$ cat config.mk
export PLATFORM = sky130hd
export DESIGN_NAME = mem_ctrl_arb
export DESIGN_NICKNAME = d
export VERILOG_FILES = /design/src/rtl/mem_ctrl_arb.sv
export SDC_FILE = /design/constraint.sdc
export NUM_CORES = 1
export LEC_CHECK = 0
export ABC_AREA = 1
export BUFFER_PORTS_ARGS = -buffer_cell sky130_fd_sc_hd__buf_4
export CORE_UTILIZATION = 30
export CTS_CLUSTER_SIZE = 16
export DETAILED_ROUTE_END_ITERATION = 8
export PLACE_DENSITY = 0.61
export SLEW_MARGIN = 30
export SYNTH_ARGS = -nofsm -noshare
export SYNTH_HDL_FRONTEND = slang
export SYNTH_SLANG_ARGS = --single-unit
$ cat constraint.sdc
create_clock -name clk -period 2.15 [get_ports clk]
set_input_delay 0.3225 -clock clk [delete_from_list [all_inputs] [get_ports clk]]
set_output_delay 0.3225 -clock clk [all_outputs]
set_load 0.02 [all_outputs]
$ cat src/rtl/mem_ctrl_arb.sv
// Shared byte-wide RAM port arbiter: IF byte pass-through plus sequenced MEM load/store (MEM wins).
// Latency: IF byte 1 cycle; load N+1 cycles to DONE, store N cycles; rdy=0 freezes; stall_req_o holds IF.
// Optional IO_BUFFER_FULL_EN: stores to addr[17:16]==2'b11 wait while io_buffer_full_i is high.
module mem_ctrl_arb #(
    parameter int ADDR_W = 17
) (
    input  logic              clk,
    input  logic              rst,
    input  logic              rdy,
    input  logic              if_request_i,
    input  logic [31:0]       if_addr_i,
    input  logic [1:0]        mem_request_i,
    input  logic [1:0]        mem_width_i,
    input  logic [31:0]       mem_addr_i,
    input  logic [31:0]       mem_wdata_i,
    output logic [31:0]       mem_rdata_o,
    output logic              mem_done_o,
    output logic              stall_req_o,
    output logic [7:0]        mem_ctrl_data_o,
    output logic [1:0]        if_or_mem_o,
    output logic [ADDR_W-1:0] ram_a_o,
    output logic [7:0]        ram_dout_o,
    output logic              ram_wr_o,
    input  logic [7:0]        ram_din_i
`ifdef IO_BUFFER_FULL_EN
    ,
    input  logic              io_buffer_full_i
`endif
);

    typedef enum logic [1:0] {S_IDLE, S_LOAD, S_STORE, S_DONE} state_t;

    state_t      r_state;
    logic [2:0]  r_cnt;
    logic [31:0] r_rdata;
    logic        r_done;
    logic [1:0]  r_owner;

    logic        w_req_ld;
    logic        w_req_st;
    logic        w_accept;
    logic        w_mem_bus;
    logic        w_is_store;
    logic        w_hold;
    logic        w_issue_ld;
    logic        w_wr;
    logic [2:0]  w_n;
    logic [2:0]  w_idx;
    logic [31:0] w_addr32;
    logic        w_unused;

    assign w_req_ld   = (mem_request_i == 2'b01);
    assign w_req_st   = (mem_request_i == 2'b10);
    assign w_accept   = (r_state == S_IDLE) && (w_req_ld || w_req_st);
    assign w_mem_bus  = w_accept || (r_state == S_LOAD) || (r_state == S_STORE);
    assign w_is_store = (w_accept && w_req_st) || (r_state == S_STORE);

    always_comb begin
        case (mem_width_i)
            2'b00:   w_n = 3'd1;
            2'b01:   w_n = 3'd2;
            default: w_n = 3'd4;
        endcase
    end

    // r_cnt holds the index of the next byte to issue; the accept cycle issues byte 0 itself.
    assign w_idx    = (r_state == S_IDLE) ? 3'd0 : r_cnt;
    assign w_addr32 = mem_addr_i + {29'd0, w_idx};

`ifdef IO_BUFFER_FULL_EN
    assign w_hold = w_is_store && (w_addr32[17:16] == 2'b11) && io_buffer_full_i;
`else
    assign w_hold = 1'b0;
`endif

    assign w_issue_ld = (w_accept && w_req_ld) || ((r_state == S_LOAD) && (r_cnt < w_n));
    assign w_wr       = w_is_store && !w_hold;

    assign ram_a_o         = w_mem_bus ? w_addr32[ADDR_W-1:0] : if_addr_i[ADDR_W-1:0];
    assign ram_wr_o        = w_wr && rdy && rst;
    assign stall_req_o     = w_mem_bus;
    assign mem_ctrl_data_o = ram_din_i;
    assign mem_rdata_o     = r_rdata;
    assign mem_done_o      = r_done;
    assign if_or_mem_o     = r_owner;
    assign w_unused        = ^{if_addr_i[31:ADDR_W], w_addr32[31:ADDR_W]};

    always_comb begin
        case (w_idx[1:0])
            2'd0:    ram_dout_o = mem_wdata_i[7:0];
            2'd1:    ram_dout_o = mem_wdata_i[15:8];
            2'd2:    ram_dout_o = mem_wdata_i[23:16];
            default: ram_dout_o = mem_wdata_i[31:24];
        endcase
    end

    always_ff @(posedge clk or negedge rst) begin
        if (!rst) begin
            r_state <= S_IDLE;
            r_cnt   <= 3'd0;
            r_rdata <= 32'd0;
            r_done  <= 1'b0;
            r_owner <= 2'b00;
        end else if (rdy) begin
            r_done <= 1'b0;
            if (w_issue_ld)
                r_owner <= 2'b10;
            else if (!w_mem_bus && if_request_i)
                r_owner <= 2'b01;
            else
                r_owner <= 2'b00;

            case (r_state)
                S_IDLE: begin
                    if (w_accept) begin
                        if (w_req_ld) begin
                            r_rdata <= 32'd0;
                            r_cnt   <= 3'd1;
                            r_state <= S_LOAD;
                        end else if (w_hold) begin
                            r_cnt   <= 3'd0;
                            r_state <= S_STORE;
                        end else if (w_n == 3'd1) begin
                            r_cnt   <= 3'd0;
                            r_done  <= 1'b1;
                            r_state <= S_DONE;
                        end else begin
                            r_cnt   <= 3'd1;
                            r_state <= S_STORE;
                        end
                    end
                end
                S_LOAD: begin
                    // RAM data lags the address by a cycle, so this captures byte r_cnt-1.
                    case (r_cnt)
                        3'd1:    r_rdata[7:0]   <= ram_din_i;
                        3'd2:    r_rdata[15:8]  <= ram_din_i;
                        3'd3:    r_rdata[23:16] <= ram_din_i;
                        default: r_rdata[31:24] <= ram_din_i;
                    endcase
                    if (r_cnt == w_n) begin
                        r_cnt   <= 3'd0;
                        r_done  <= 1'b1;
                        r_state <= S_DONE;
                    end else begin
                        r_cnt <= r_cnt + 3'd1;
                    end
                end
                S_STORE: begin
                    if (!w_hold) begin
                        if (r_cnt == w_n - 3'd1) begin
                            r_cnt   <= 3'd0;
                            r_done  <= 1'b1;
                            r_state <= S_DONE;
                        end else begin
                            r_cnt <= r_cnt + 3'd1;
                        end
                    end
                end
                default: begin
                    r_state <= S_IDLE;
                end
            endcase
        end
    end

endmodule

## Yosys cells after proc, flatten, opt, wreduce, memory -nomap -nowiden

Index checks and enable logic that the tools add are counted.

- Equality and inequality tests: 21
- Mux-type cells: 31
- Reduce and logical (&&, ||, !) cells: 25
- $lt $le $gt $ge: 1
- $add $sub $neg: 3

Operator list:

| operator | number |
|---|---|
| $mux 32 | 2 |
| $pmux 32 s2 | 1 |
| $mux 8 | 4 |
| $pmux 8 s3 | 1 |
| $reduce_and 5->1 | 4 |
| $add 17x3->17 | 1 |
| $mux 17 | 1 |
| $mux 3 | 4 |
| $mux 2 | 5 |
| $ne 2x1->1 const B | 5 |
| $mux 1 | 9 |
| $pmux 3 s3 | 1 |
| $eq 2x1->1 const B | 4 |
| $logic_and 1x1->1 | 7 |
| $eq 2x2->1 const B | 3 |
| $eq 3x1->1 const B | 2 |
| $eq 3x2->1 const B | 2 |
| $eq 3x3->1 | 2 |
| $logic_not 2->1 | 3 |
| $ne 2x2->1 const B | 3 |
| $pmux 2 s3 | 1 |
| $pmux 3 s2 | 1 |
| $logic_or 1x1->1 | 5 |
| $reduce_and 4->1 | 1 |
| 9 further kinds | 9 |

- Output and inout bits: 70
- Bits of input ports: 112
- Word-level logic and storage cells: 89
- Bits in registers: 40

## Longest topological paths before layout

Gate-level depths: netlist (run 1).

- Depth in word-level cells: 9
- Mapped depth: 17
- Mapped depth without buffers: 16

## Least setup slack after synthesis (run 1)

Ideal clock, no wire load.

- Path kind: register -> output
- Start point: register r_state[0]
- End point: output port ram_a_o[3]
- Arrival: 2.049 ns
- Slack: -0.221 ns
- Required time: 1.827 ns
- Buffers on the path: 1
- Cell stages (with the launch flop): 12
- Path through: dfrtp_1 > inv_1 > ha_1 > buf_4 > nor2_1 > ha_1 > nand4_1 > nand2_1 > inv_1 > nand2_2 > xnor2_1 > o21ai_0

- Longest elaborated chain between the ends: 5
- Elaborated cells between the ends (all ways): 9
- Classes of those cells: add/sub (1); eq/ne (2); mux (2); reduce/logical (4)

RTL lines:

| element | line | text |
|---|---|---|
| from (decl) | 33 | `state_t r_state;` |
| from (signal assigned) | 99 | `r_state <= S_IDLE;` |
| from (signal assigned) | 119 | `r_state <= S_LOAD;` |
| from (signal assigned) | 122 | `r_state <= S_STORE;` |
| parallel branches: the longest is 4 deep, another holds $add 17x3->17 | -- |  |
| $mux 17 (*) | 79 | `assign ram_a_o = w_mem_bus ? w_addr32[ADDR_W-1:0] : if_addr_i[ADDR_W-1:0];` |
| to (decl) | 21 | `output logic [ADDR_W-1:0] ram_a_o,` |

Mark *: on every way between the ends.

## Final worst setup path (run 1)

- Start point: register r_state[1]
- End point: output port ram_a_o[7]

The elaborated chain is that of the path after synthesis.

==> flow_metrics.py, run 1 <==
metrics = {
    "yosys": {
        "yosysUniqueCellTypes": 35,
        "yosysTopAreaCellShare": 0.341,
        "yosysSeqAreaShare": 0.341,
        "syn-num-nets": 541,
        "async_reset_ff_frac": 1.00,
        "syn_area_um2": 2940,
        "yosysMostFrequentCell": "nand2_1",
        "synthesis.instances": 412,
        "synth.top_cells.by_count": "147 x nand2_1, 40 x dfrtp_1, 38 x inv_1",
        "yosys_most_used_dff": "dfrtp_1",
        "syn_area_per_cell_um2": 7.12,
        "ys_ff_latch": 40,
        "yosysWarnings": 0,
        "synth_top_cell_by_area": "dfrtp_1",
        "synth_edf_count": 0,
        "synthTopCellsByArea": "dfrtp_1 34%, nand2_1 19%, ha_1 7.2%",
    },
    "drt": {
        "dr.pass1.iters": 4,
        "ant_nets": 0,
        "vias": 3390,
        "post-route-drc-count": 0,
        "wl_per_cell_um": 13.3,
        "wl_um": 9610,
        "avgViaCountPerCell": 4.69,
        "drtIter0Drc": 95,
    },
    "critical_path": {
        "reg2reg_depth": 12,
        "cp.required_ps": 1830,
        "crit_arrival_ps": 2190,
        "cp-endpoint": "ram_a_o[7]",
        "criticalPathCategory": "reg -> out",
        "cp_max_fo": 6,
        "endpoint_kind": "output port",
        "setup.worst_path.start": "r_state[1]",
        "r2r_slack_ps": 160,
        "timing.rr.start": "r_state[1]",
        "critPathLaunchType": "register",
        "reg2reg_to": "mem_rdata_o[4]",
    },
    "floorplan": {
        "initial_core_util": 0.313,
        "die_w_um": 101,
        "io_pins": 182,
        "die_y_um": 101,
        "core_area_um2": 9370,
        "rows": 35,
        "dieArea_um2": 10200,
    },
    "timing": {
        "maxSlewViolCount": 0,
        "hold_viol": 0,
        "fin_crit_sh": 1.17,
        "finClkSkew_ps": 5.73,
        "fmax_ghz": 0.398,
        "setup_ws_ps": -362,
        "timing.hold.ws_ps": 104,
        "slew_headroom": 0.663,
        "setup_tns_ps": -5550,
        "setup_viol": 27,
        "worst_pin_slew_ps": 505,
        "fin_crit_ps": 2510,
        "rsz0062_at_grt": "yes",
    },
    "cells_and_area": {
        "drive_gt1_frac": 0.473,
        "nFillCells": 908,
        "area_growth_pct": 68.8,
        "final_cells": 723,
        "diodes": 0,
        "final_area_um2": 4960,
        "nNetsFinal": 722,
    },
    "global_routing": {
        "grt_usage": 0.185,
        "grt_antenna_before_repair": 0,
        "overflow": 0,
        "grt_max_degree": 41,
        "grt_first_pass_wirelength_um": 15000,
        "first_global_vias": 3301,
    },
    "pwr": {
        "pwr_density_cell_nw_per_um2": 1370,
        "vdd_ir_drop_max_uv": 617,
        "leakagePower_nw": 2.52,
    },
    "placed_design": {
        "placed_cells": 700,
        "gp_congestion": 0.823,
        "portBuffers": 151,
        "postPlaceCellArea_um2": 4350,
        "dp_hpwl_um": 7040,
    },
    "cts": {
        "clk_latency_ps": 290,
        "clock-sinks": 40,
        "cts_buffers": 5,
        "htree_levels": 2,
        "cts_tree": "done",
        "cts_buffer_depth": 2,
        "root_buffer": "clkbuf_8",
        "clk_pin_slew_worst_paths_ps": 80,
    },
    "min_path": {
        "hold_class": "in -> async",
    },
    "run": {
        "max_cap_violations": 0,
    },
    "outcome": {
        "status": "finished with violations",
        "violations": "negative setup slack",
    },
}
==> report_power, final <==
part	total, mW	switching, mW	internal, mW
registers	1.22	0.181	1.04
clock network	0.531	0.270	0.261
logic	5.02	2.71	2.31
==> layer usage <==
layer	share of wire	vias up	track usage	wire length (um)
li1	-	1703	-	-
met1	0.43	1532	0.222	4090
met2	0.47	145	0.324	4490
met3	0.097	10	0.0485	936
met4	0.010	0	0.0524	99
met5	0	-	0	0
==> flip-flops by register name (all words and copies together), names as in the netlist <==
name / flops
if_or_mem_o: 2
mem_done_o: 1
mem_rdata_o: 32
r_cnt: 3
r_state: 2
==> placed cells by master (no fill, tap or decap), types with 16 or more instances in the layout <==
cell     count
nand3_1     21
nand4_1     16
nand2_2     28
o21ai_1     23
nand2_1    117
buf_4      165
dfrtp_1     40
o21ai_0     17
buf_6       20
inv_1       33
nor2_1      18
==> worst max-delay path, cell delays in order (launching register included) <==
cell      delay (ps)
dfrtp_1          400
inv_2             90
ha_4             190
nor2_4            50
ha_4             280
nand2_1           40
nand3b_1         220
nand2_2          220
a21o_1           150
nand3_1           70
nand2_1           80
buf_6            120
==> layout make-up <==
cell class	count	area (um^2)	area share
Clock inverter	1	7.51	0.00151
Inverter	41	160	0.0323
Clock buffer	7	86.3	0.0174
Sequential cell	40	1000	0.202
Timing Repair Buffer	191	1590	0.320
Tap cell	129	161	0.0326
Multi-Input combinational cell	314	1950	0.394
==> cells by family (layout without fill, tap and decap cells) <==
logic type	count (synthesis)	count (layout)	share of synthesized area
adder cells (fa/ha/maj)	17	17	0.0725
AO/OA/AOI/OAI	65	65	0.129
flip-flops	40	40	0.341
XOR/XNOR	3	3	0.00895
buffers and inverters	59	240	0.111
AND/OR/NAND/NOR	228	229	0.337
==> stage by stage <==
step                      power (mW)  worst slack [ps]  utilization
after floorplan                 3.76             -30.8            -
final                           6.78              -362        0.529
after global placement          5.34             -87.4        0.464
after CTS                       6.53              -322        0.505
after global routing            7.27              -489        0.529
after detailed placement        5.40              -148        0.464
==> repair_timing <==
action | in CTS | in global routing
resized for setup | 46 | 43
setup buffers | 8 | 4
pin swaps | 18 | 30
endpoints found under the setup margin | 19 | 28
cloned | 2 | 1
hold buffers | 0 | 0
==> worst min-delay path by stage <==
stage | from | endpoint | slack (ps)
after floorplan | rst | if_or_mem_o[0] | 30
after global placement | rst | mem_rdata_o[18] | 440
after detailed placement | rst | r_state[1] | 440
after CTS | rst | mem_rdata_o[21] | 130
after global routing | rst | mem_rdata_o[21] | 140
final | rst | mem_rdata_o[18] | 100
Power figures use the tool's default switching activity.
==> run 2: changes to the inputs <==
SKIP_CTS_REPAIR_TIMING = 1   (was unset)
==> run 2 against run 1 <==
Net effect: the flow still finishes with violations (negative setup slack); fmax about the same; sequential cell count unchanged; clock skew about the same; critical path type unchanged; highest routed layer unchanged.
==> flow_metrics.py, run 2 (synthesized netlist as in run 1, its figures left out) <==
metrics = {
    "cts": {
        "root_buffer": "clkbuf_8",
        "cts_buffer_depth": 2,
        "cts_tree": "done",
        "clk_pin_slew_worst_paths_ps": 80,
        "htree_levels": 2,
        "clk_latency_ps": 290,
        "clock-sinks": 40,
        "cts_buffers": 5,
    },
    "cells_and_area": {
        "drive_gt1_frac": 0.464,
        "final_core_util": 0.525,
        "nFillCells": 915,
        "largest_register_ff_count": 32,
        "area_growth_pct": 67.5,
        "final_cell_mix": "160 x buf_4, 120 x nand2_1, 40 x dfrtp_1",
        "diodes": 0,
        "final_common_cell": "buf_4",
        "nNetsFinal": 719,
    },
    "drt": {
        "drtIter0Drc": 91,
        "ant_nets": 0,
        "post-route-drc-count": 0,
        "wl_per_cell_um": 13.1,
        "avgViaCountPerCell": 4.66,
        "dr.pass1.iters": 4,
        "wl_um": 9430,
        "vias": 3358,
    },
    "pwr": {
        "vdd_ir_drop_max_uv": 610,
        "leakagePower_nw": 2.51,
        "pwr_density_cell_nw_per_um2": 1330,
    },
    "critical_path": {
        "slowest_stage": "dfrtp_1",
        "timing.rr.start": "r_state[1]",
        "crit_arrival_ps": 2190,
        "r2r_slack_ps": 170,
        "reg2reg_to": "mem_rdata_o[11]",
        "reg2reg_depth": 10,
        "cp-endpoint": "ram_a_o[7]",
        "cp.required_ps": 1830,
        "crit_path_max_incr_delay_ps": 390,
        "worstPathCellList": "inv_2 -> ha_4 -> nor2_4 -> ha_4 -> nand2_1 -> nand3b_1 -> buf_6 -> nand2_8 -> a21o_1 -> nand3_1 -> nand2_1 -> buf_6",
        "cp_max_fo": 6,
        "setup.worst_path.start": "r_state[1]",
        "criticalPathCategory": "reg -> out",
        "critPathLaunchType": "register",
        "endpoint_kind": "output port",
    },
    "timing": {
        "fin_crit_ps": 2510,
        "worst_pin_slew_ps": 673,
        "setup_ws_ps": -361,
        "rsz0062_at_grt": "yes",
        "fin_crit_sh": 1.17,
        "fmax_ghz": 0.398,
        "hold_viol": 0,
        "finClkSkew_ps": 5.93,
        "maxSlewViolCount": 0,
        "setup_viol": 17,
        "slew_headroom": 0.550,
    },
    "floorplan": {
        "dieArea_um2": 10200,
        "rows": 35,
        "core_area_um2": 9370,
        "die_y_um": 101,
        "io_pins": 182,
        "die_w_um": 101,
        "initial_core_util": 0.313,
    },
    "global_routing": {
        "grt_first_pass_wirelength_um": 14300,
        "first_global_vias": 3145,
        "grt_antenna_before_repair": 0,
        "grt_usage": 0.175,
        "overflow": 0,
        "grt_max_degree": 41,
    },
    "run": {
        "max_cap_violations": 0,
    },
    "placed_design": {
        "dp_slack_ps": -148,
        "dp_hpwl_um": 7040,
        "portBuffers": 151,
        "gp_congestion": 0.823,
    },
    "outcome": {
        "violations": "negative setup slack",
        "status": "finished with violations",
    },
    "min_path": {
        "hold_class": "in -> async",
    },
}
[run 2: area by class of cell]
| type | instances | area, um^2 | share of cell area |
|---|---|---|---|
| clock buffers | 7 | 86.3 | 0.0176 |
| well taps | 129 | 161 | 0.0328 |
| flip-flops and latches | 40 | 1000 | 0.204 |
| multi-input cells | 314 | 1950 | 0.397 |
| inverters | 41 | 160 | 0.0326 |
| clock inverters | 1 | 7.51 | 0.00153 |
| repair buffers | 188 | 1550 | 0.315 |
[run 2: report_power, final]
part	leakage (nW)	switching, mW	internal (mW)	total (mW)
sequential	0.536	0.180	1.04	1.22
clock	0.0445	0.269	0.261	0.530
combinational	1.93	2.63	2.17	4.81
[run 2: how the worst min path moves through the flow]
stage	startpoint	endpoint	slack [ps]	cells after the start
2_1_floorplan	rst	if_or_mem_o[0]	30	0
3_3_place_gp	rst	mem_rdata_o[18]	440	2
3_5_place_dp	rst	r_state[1]	440	2
4_1_cts	rst	mem_rdata_o[21]	130	2
5_1_grt	rst	mem_rdata_o[21]	140	2
6_report	rst	mem_rdata_o[18]	110	2
[run 2: stage by stage]
| step | hold WS (ps) | cells | power (mW) | TNS [ps] | area [um^2] |
|---|---|---|---|---|---|
| 6_report | 106 | 720 | 6.56 | -4580 | 4920 |
| 5_1_grt | 136 | 720 | 7.05 | -6980 | 4920 |
| 4_1_cts | 126 | 708 | 5.95 | -6100 | 4440 |
| 3_5_place_dp | 442 | 700 | 5.40 | -901 | 4350 |
| 3_3_place_gp | 438 | 700 | 5.34 | -373 | 4350 |
| 2_1_floorplan | 26.9 | 412 | 3.76 | -129 | 3030 |
[run 2: layer usage]
metal  routed length, um  track usage  part of all wire
met1                3930        0.214              0.42
met2                4380        0.297              0.46
met3                1000       0.0520              0.11
met4                 107       0.0491             0.011
met5                   0            0                 0
[run 2: worst max-delay path: cells and delay by family (launching register included)]
kind | cells | cell delay [ps]
compound gates | 1 | 120
simple gates | 6 | 540
flops | 1 | 390
buf+inv | 3 | 390
fa+ha+maj | 2 | 470
